## src/rtl/dct_dma_sched.sv

```systemverilog
// dct_dma_sched: splits one host DMA job into beat-aligned chunks and
// issues lock-stepped read/write DMA starts, advancing once both engines finish.
module dct_dma_sched #(
    parameter int ADDR_W     = 32,
    parameter int BEAT_BYTES = 32
) (
    input  logic              ap_clk,
    input  logic              ap_rst_n,
    input  logic              job_start,
    input  logic              job_abort,
    input  logic [ADDR_W-1:0] src_addr,
    input  logic [ADDR_W-1:0] dst_addr,
    input  logic [ADDR_W-1:0] total_byte,
    input  logic [ADDR_W-1:0] chunk_byte,
    output logic              busy,
    output logic              job_done,
    output logic              aborted,
    output logic [15:0]       chunk_cnt,
    output logic              rd_start,
    output logic [ADDR_W-1:0] rd_mem,
    output logic [ADDR_W-1:0] rd_byte,
    input  logic              rd_done,
    output logic              wr_start,
    output logic [ADDR_W-1:0] wr_mem,
    output logic [ADDR_W-1:0] wr_byte,
    input  logic              wr_done
);
    typedef enum logic [2:0] {IDLE, ISSUE, WAIT, NEXT, DONE} state_t;
    localparam logic [ADDR_W-1:0] MASK = ~ADDR_W'(BEAT_BYTES - 1);
    state_t state, state_n;
    logic [ADDR_W-1:0] total_t, chunk_t, chunk_eff, chunk, remain, remain_n, issue_len;
    logic rd_f, wr_f, abort_p, rd_hit, wr_hit, abort_n;
    always_comb begin
        total_t   = total_byte & MASK;
        chunk_t   = chunk_byte & MASK;
        chunk_eff = (chunk_t == '0) ? total_t : chunk_t;
        remain_n  = remain - rd_byte;
        rd_hit    = rd_f | rd_done;
        wr_hit    = wr_f | wr_done;
        abort_n   = abort_p | job_abort;
        // chunk length for the ISSUE being entered: fresh job or the remainder after NEXT
        issue_len = (state == IDLE) ? ((chunk_eff < total_t) ? chunk_eff : total_t)
                                    : ((chunk < remain_n) ? chunk : remain_n);
        state_n   = state;
        case (state)
            IDLE:    if (job_start) state_n = (total_t != '0) ? ISSUE : DONE;
            ISSUE:   state_n = WAIT;
            WAIT:    if (rd_hit && wr_hit) state_n = NEXT;
            NEXT:    state_n = (remain_n == '0 || abort_n) ? DONE : ISSUE;
            default: state_n = IDLE;
        endcase
    end
    always_ff @(posedge ap_clk or negedge ap_rst_n) begin
        if (!ap_rst_n) begin
            state     <= IDLE;
            busy      <= 1'b0;
            job_done  <= 1'b0;
            aborted   <= 1'b0;
            chunk_cnt <= '0;
            rd_start  <= 1'b0;
            wr_start  <= 1'b0;
            rd_mem    <= '0;
            wr_mem    <= '0;
            rd_byte   <= '0;
            wr_byte   <= '0;
            chunk     <= '0;
            remain    <= '0;
            rd_f      <= 1'b0;
            wr_f      <= 1'b0;
            abort_p   <= 1'b0;
        end else begin
            state    <= state_n;
            busy     <= state_n != IDLE;
            rd_start <= state_n == ISSUE;
            wr_start <= state_n == ISSUE;
            job_done <= state_n == DONE;
            if (state == IDLE && job_start) begin
                chunk     <= chunk_eff;
                remain    <= total_t;
                chunk_cnt <= '0;
                aborted   <= 1'b0;
                abort_p   <= 1'b0;
                rd_f      <= 1'b0;
                wr_f      <= 1'b0;
            end
            // descriptors only move when a new chunk is issued, so DMAs may latch them any time
            if (state_n == ISSUE) begin
                rd_byte <= issue_len;
                wr_byte <= issue_len;
                rd_mem  <= (state == IDLE) ? src_addr : rd_mem + rd_byte;
                wr_mem  <= (state == IDLE) ? dst_addr : wr_mem + wr_byte;
            end
            if (state == ISSUE || state == WAIT) begin
                rd_f    <= rd_hit;
                wr_f    <= wr_hit;
                abort_p <= abort_n;
            end
            if (state == NEXT) begin
                remain    <= remain_n;
                chunk_cnt <= chunk_cnt + 16'd1;
                rd_f      <= 1'b0;
                wr_f      <= 1'b0;
            end
            if (state == NEXT && state_n == DONE) aborted <= abort_n;
        end
    end
endmodule

```

## config.mk

```make
export PLATFORM = sky130hd
export DESIGN_NAME = dct_dma_sched
export DESIGN_NICKNAME = d
export VERILOG_FILES = /design/src/rtl/dct_dma_sched.sv
export SDC_FILE = /design/constraint.sdc
export NUM_CORES = 1
export LEC_CHECK = 0
export BUFFER_PORTS_ARGS = -buffer_cell sky130_fd_sc_hd__buf_2
export CAP_MARGIN = 20
export CORE_AREA = 4 4 164 166
export CTS_BUF_LIST = sky130_fd_sc_hd__clkbuf_16
export DETAILED_ROUTE_END_ITERATION = 10
export DIE_AREA = 0 0 168 170
export PLACE_DENSITY_LB_ADDON = 0.3
export SLEW_MARGIN = 20
export SYNTH_ARGS = -nofsm -noshare
export SYNTH_HDL_FRONTEND = slang
export SYNTH_SLANG_ARGS = --single-unit
```

## constraint.sdc

```tcl
create_clock -name ap_clk -period 10.09 [get_ports ap_clk]
set_input_delay 2.018 -clock ap_clk [delete_from_list [all_inputs] [get_ports ap_clk]]
set_output_delay 2.018 -clock ap_clk [all_outputs]
set_load 0.01 [all_outputs]
```

==> metrics.csv <==
stage,metric,value,unit
worst_setup_path,slowest_delay,610,ps
synthesis,synth_commonest_cells,"dfrtp_1, nand2_1, a21oi_1, ha_1, o21ai_0",
worst_setup_path,reg2reg_from,wr_byte[0],
timing,clock_skew,21.5,ps
clock_tree,cts_made_buffers,17,
worst_setup_path,reg2reg_to,wr_byte[24],
clock_tree,cts_resized,0,
route,drt_iter0_drc,1519,
synthesis,yosys.area.top_type_share,29.1,%
worst_hold_path,hold_end,chunk_cnt[15],
global_routing,grt_first_pass_wirelength,74600,um
worst_setup_path,critPathBufInv,1,
route,vias,15228,
placement,gp_congestion,0.970,
worst_setup_path,cp_data_arrival_time,6620,ps
synthesis,ys_types,86,
clock_tree,cts_tree,yes,
route,drc_errors,0,
die,ios,283,
synthesis,seq_area_frac_synth,29.1,%
die,rows,59,
worst_setup_path,required,10380,ps
worst_setup_path,ff2ff_path_depth,23,
timing,hold_violations,0,
synthesis,ys_ff_latch,181,
synthesis,syn-cell-area,0.0156,sq mm
global_routing,grt_usage,32.3,%
clock_tree,postCtsSetupBuffers,0,
status,status,finished clean,
final_layout,diodes,0,
global_routing,grt_max_degree,106,
synthesis,ys.flop_type,dfrtp_1,
synthesis,syn_area_per_cell,8.37,sq um
final_layout,drive_gt1_share,18.2,%
synthesis,synth.most_common_cell,dfrtp_1,
timing,setup_viol,0,
global_routing,antenna_found_initial,0,
worst_setup_path,path_common_cell,a21oi_1,
route,ant_nets,0,
die,start_util,60.7,%
die,dieWidth,168,um
synthesis,ys_warn_count,0,
worst_setup_path,crit_family,compound AO/OA/AOI/OAI gates,
clock_tree,htreeDepth,4,
synthesis,synth_edf_count,0,
timing,fmax,158,MHz
clock_tree,cts.sinks,181,
final_layout,syn_to_final_growth,12.2,%
synthesis,syn-num-nets,2144,
die,die-area,0.0286,sq mm
route,avgViaCountPerCell,6.34,
route,drtPass1Iterations,6,
synthesis,syn_inst,1859,
timing,finalSetupTns,0,ps
clock_tree,clock_path_buffers,2,
worst_hold_path,min-delay-start,chunk_cnt[15],
global_routing,overflow,0,
placement,portBuffers,272,
die,die_h,170,um
worst_setup_path,crit_type,reg -> reg,
route,avgRoutedWirePerCell,19.8,um
synthesis,synth_top_area_cell,dfrtp_1,
worst_hold_path,hold_depth,1,
worst_setup_path,crit_path_end_kind,flop,
clock_tree,cts_root_buf,clkbuf_16,
clock_tree,clk_latency,450,ps
placement,hpwlAfterDp,36500,um
worst_setup_path,rrSetupSlack,3760,ps
worst_setup_path,slowest_stage,o31ai_1,
worst_setup_path,cp_max_fo,24,
timing,slew_headroom,36.1,%
worst_hold_path,worstHoldPathType,reg -> reg,
final_layout,final_nets,2338,
synthesis,synthTopCellsByArea,"dfrtp_1, ha_1, a21oi_1, o21ai_0, a21o_1",
timing,finalMaxSlewViolations,0,
route,drt-total-wl,47600,um
timing,period_needed,6330,ps
timing,rsz0062_at_grt,false,
clock_tree,clk_pin_slew,80,ps
worst_setup_path,start_kind,flop,
synthesis,async_flop_share,100,%
worst_setup_path,crit_chain,ha_1 -> fa_1 -> nand2b_1 -> a21oi_1 -> o21ai_1 -> o211ai_2 -> a21oi_2 -> o31ai_1 -> a21oi_1 -> xor2_1 -> ha_1 -> a21o_1 -> a21o_1 -> a21oi_1 -> nor2b_1 -> o21ai_0 -> nand2b_1 -> a21oi_1 -> o31ai_4 -> buf_4 -> mux2_2 -> a211oi_1 -> a21oi_1,
timing,post-route-period-util,62.7,%
timing,worstMarginPinSlew,959,ps
global_routing,grt_pass1_vias,14200,
die,core,0.0256,sq mm
clock_tree,holdBufCountCts,0,
flow_run,cap_viol_max_count,0,
-- registers in the layout, indices dropped and copies added (netlist names) --
name       count
abort_p        1
aborted        1
busy           1
chunk         27
chunk_cnt     16
job_done       1
rd_f           1
rd_mem        32
remain        32
state          3
wr_byte       32
wr_f           1
wr_mem        32
wr_start       1
-- logic make-up (layout without fill, tap and decap cells) --
kind of cell,count (synthesis),after routing,share of synthesized area [%]
AO/OA/AOI/OAI,620,620,25.9
XOR/XNOR,66,66,3.76
adder cells (fa/ha/maj),151,151,12.3
buffers and inverters,227,434,6.74
flip-flops,181,181,29.1
multiplexers,83,83,5.93
AND/OR/NAND/NOR,531,531,16.2
-- placed cells by master (no fill, tap or decap), types with 10 or more instances in the layout --
cell type  netlist  layout
and3_1          16      16
nor4_1          17      17
a211o_1         10      10
nand2_1        163     163
mux2_1          24      24
ha_1           148     148
a31oi_1         10      10
mux2_2          25      25
or3_1           17      16
o211ai_1        12      12
mux2i_1         28      28
buf_4           41      15
buf_2            3     271
o31ai_1         14      13
o21a_1          13      13
nand3_1         44      44
nor2_1         144     142
a22oi_1         29      29
nand2b_1        26      26
nor2b_1         12      12
and2_1          11      11
clkbuf_16        0      17
nor3_1          18      18
dfrtp_1        181     181
nand4_1         31      31
o21ai_0        146     146
a211oi_1        70      70
a21oi_1        157     157
xnor2_1         26      26
a21o_1          82      82
xor2_1          39      39
inv_1          112     112
-- metrics by stage --
| stage | instance area (sq um) | setup slack [ps] | util [%] | cells | hold WS [ps] |
|---|---|---|---|---|---|
| 3_3_place_gp | 16900 | 3970 | 65.8 | 2368 | 466 |
| 5_1_grt | 17500 | 3380 | 68.1 | 2401 | 521 |
| 6_report | 17500 | 3760 | 68.1 | 2401 | 480 |
| 2_1_floorplan | 15600 | 4570 | - | 1859 | 463 |
| 4_1_cts | 17400 | 3840 | 68.0 | 2400 | 484 |
| 3_5_place_dp | 16900 | 3850 | 65.8 | 2368 | 473 |
-- worst max path at each step --
stage	from	end	slack [ps]	cells after the start
floorplan	chunk_byte[12]	wr_byte[15]	4570	18
global placement	chunk_byte[8]	wr_byte[28]	3970	20
finish	wr_byte[0]	wr_byte[24]	3760	23
detailed placement	wr_byte[0]	wr_byte[24]	3850	23
global route	wr_byte[0]	wr_byte[7]	3380	23
CTS	wr_byte[0]	wr_byte[24]	3840	23
-- area by class of cell --
class,instances,area (sq um)
clock buffer,17,425
clock inverter,15,138
fill,2147,8160
inverter,114,428
multi-input combinational,1451,10000
sequential,181,4530
tap,335,419
timing repair buffer,288,1510
-- layer usage --
metal	global-route usage, %	part of all wire [%]	up-vias
li1	-	-	7167
met1	44.3	42	7232
met2	52.8	46	732
met3	4.53	8.7	97
met4	11.3	3.1	0
met5	0	0	-
Power is not shown: default switching activity piles up to over one toggle a cycle in this logic, so the estimate is an artifact.
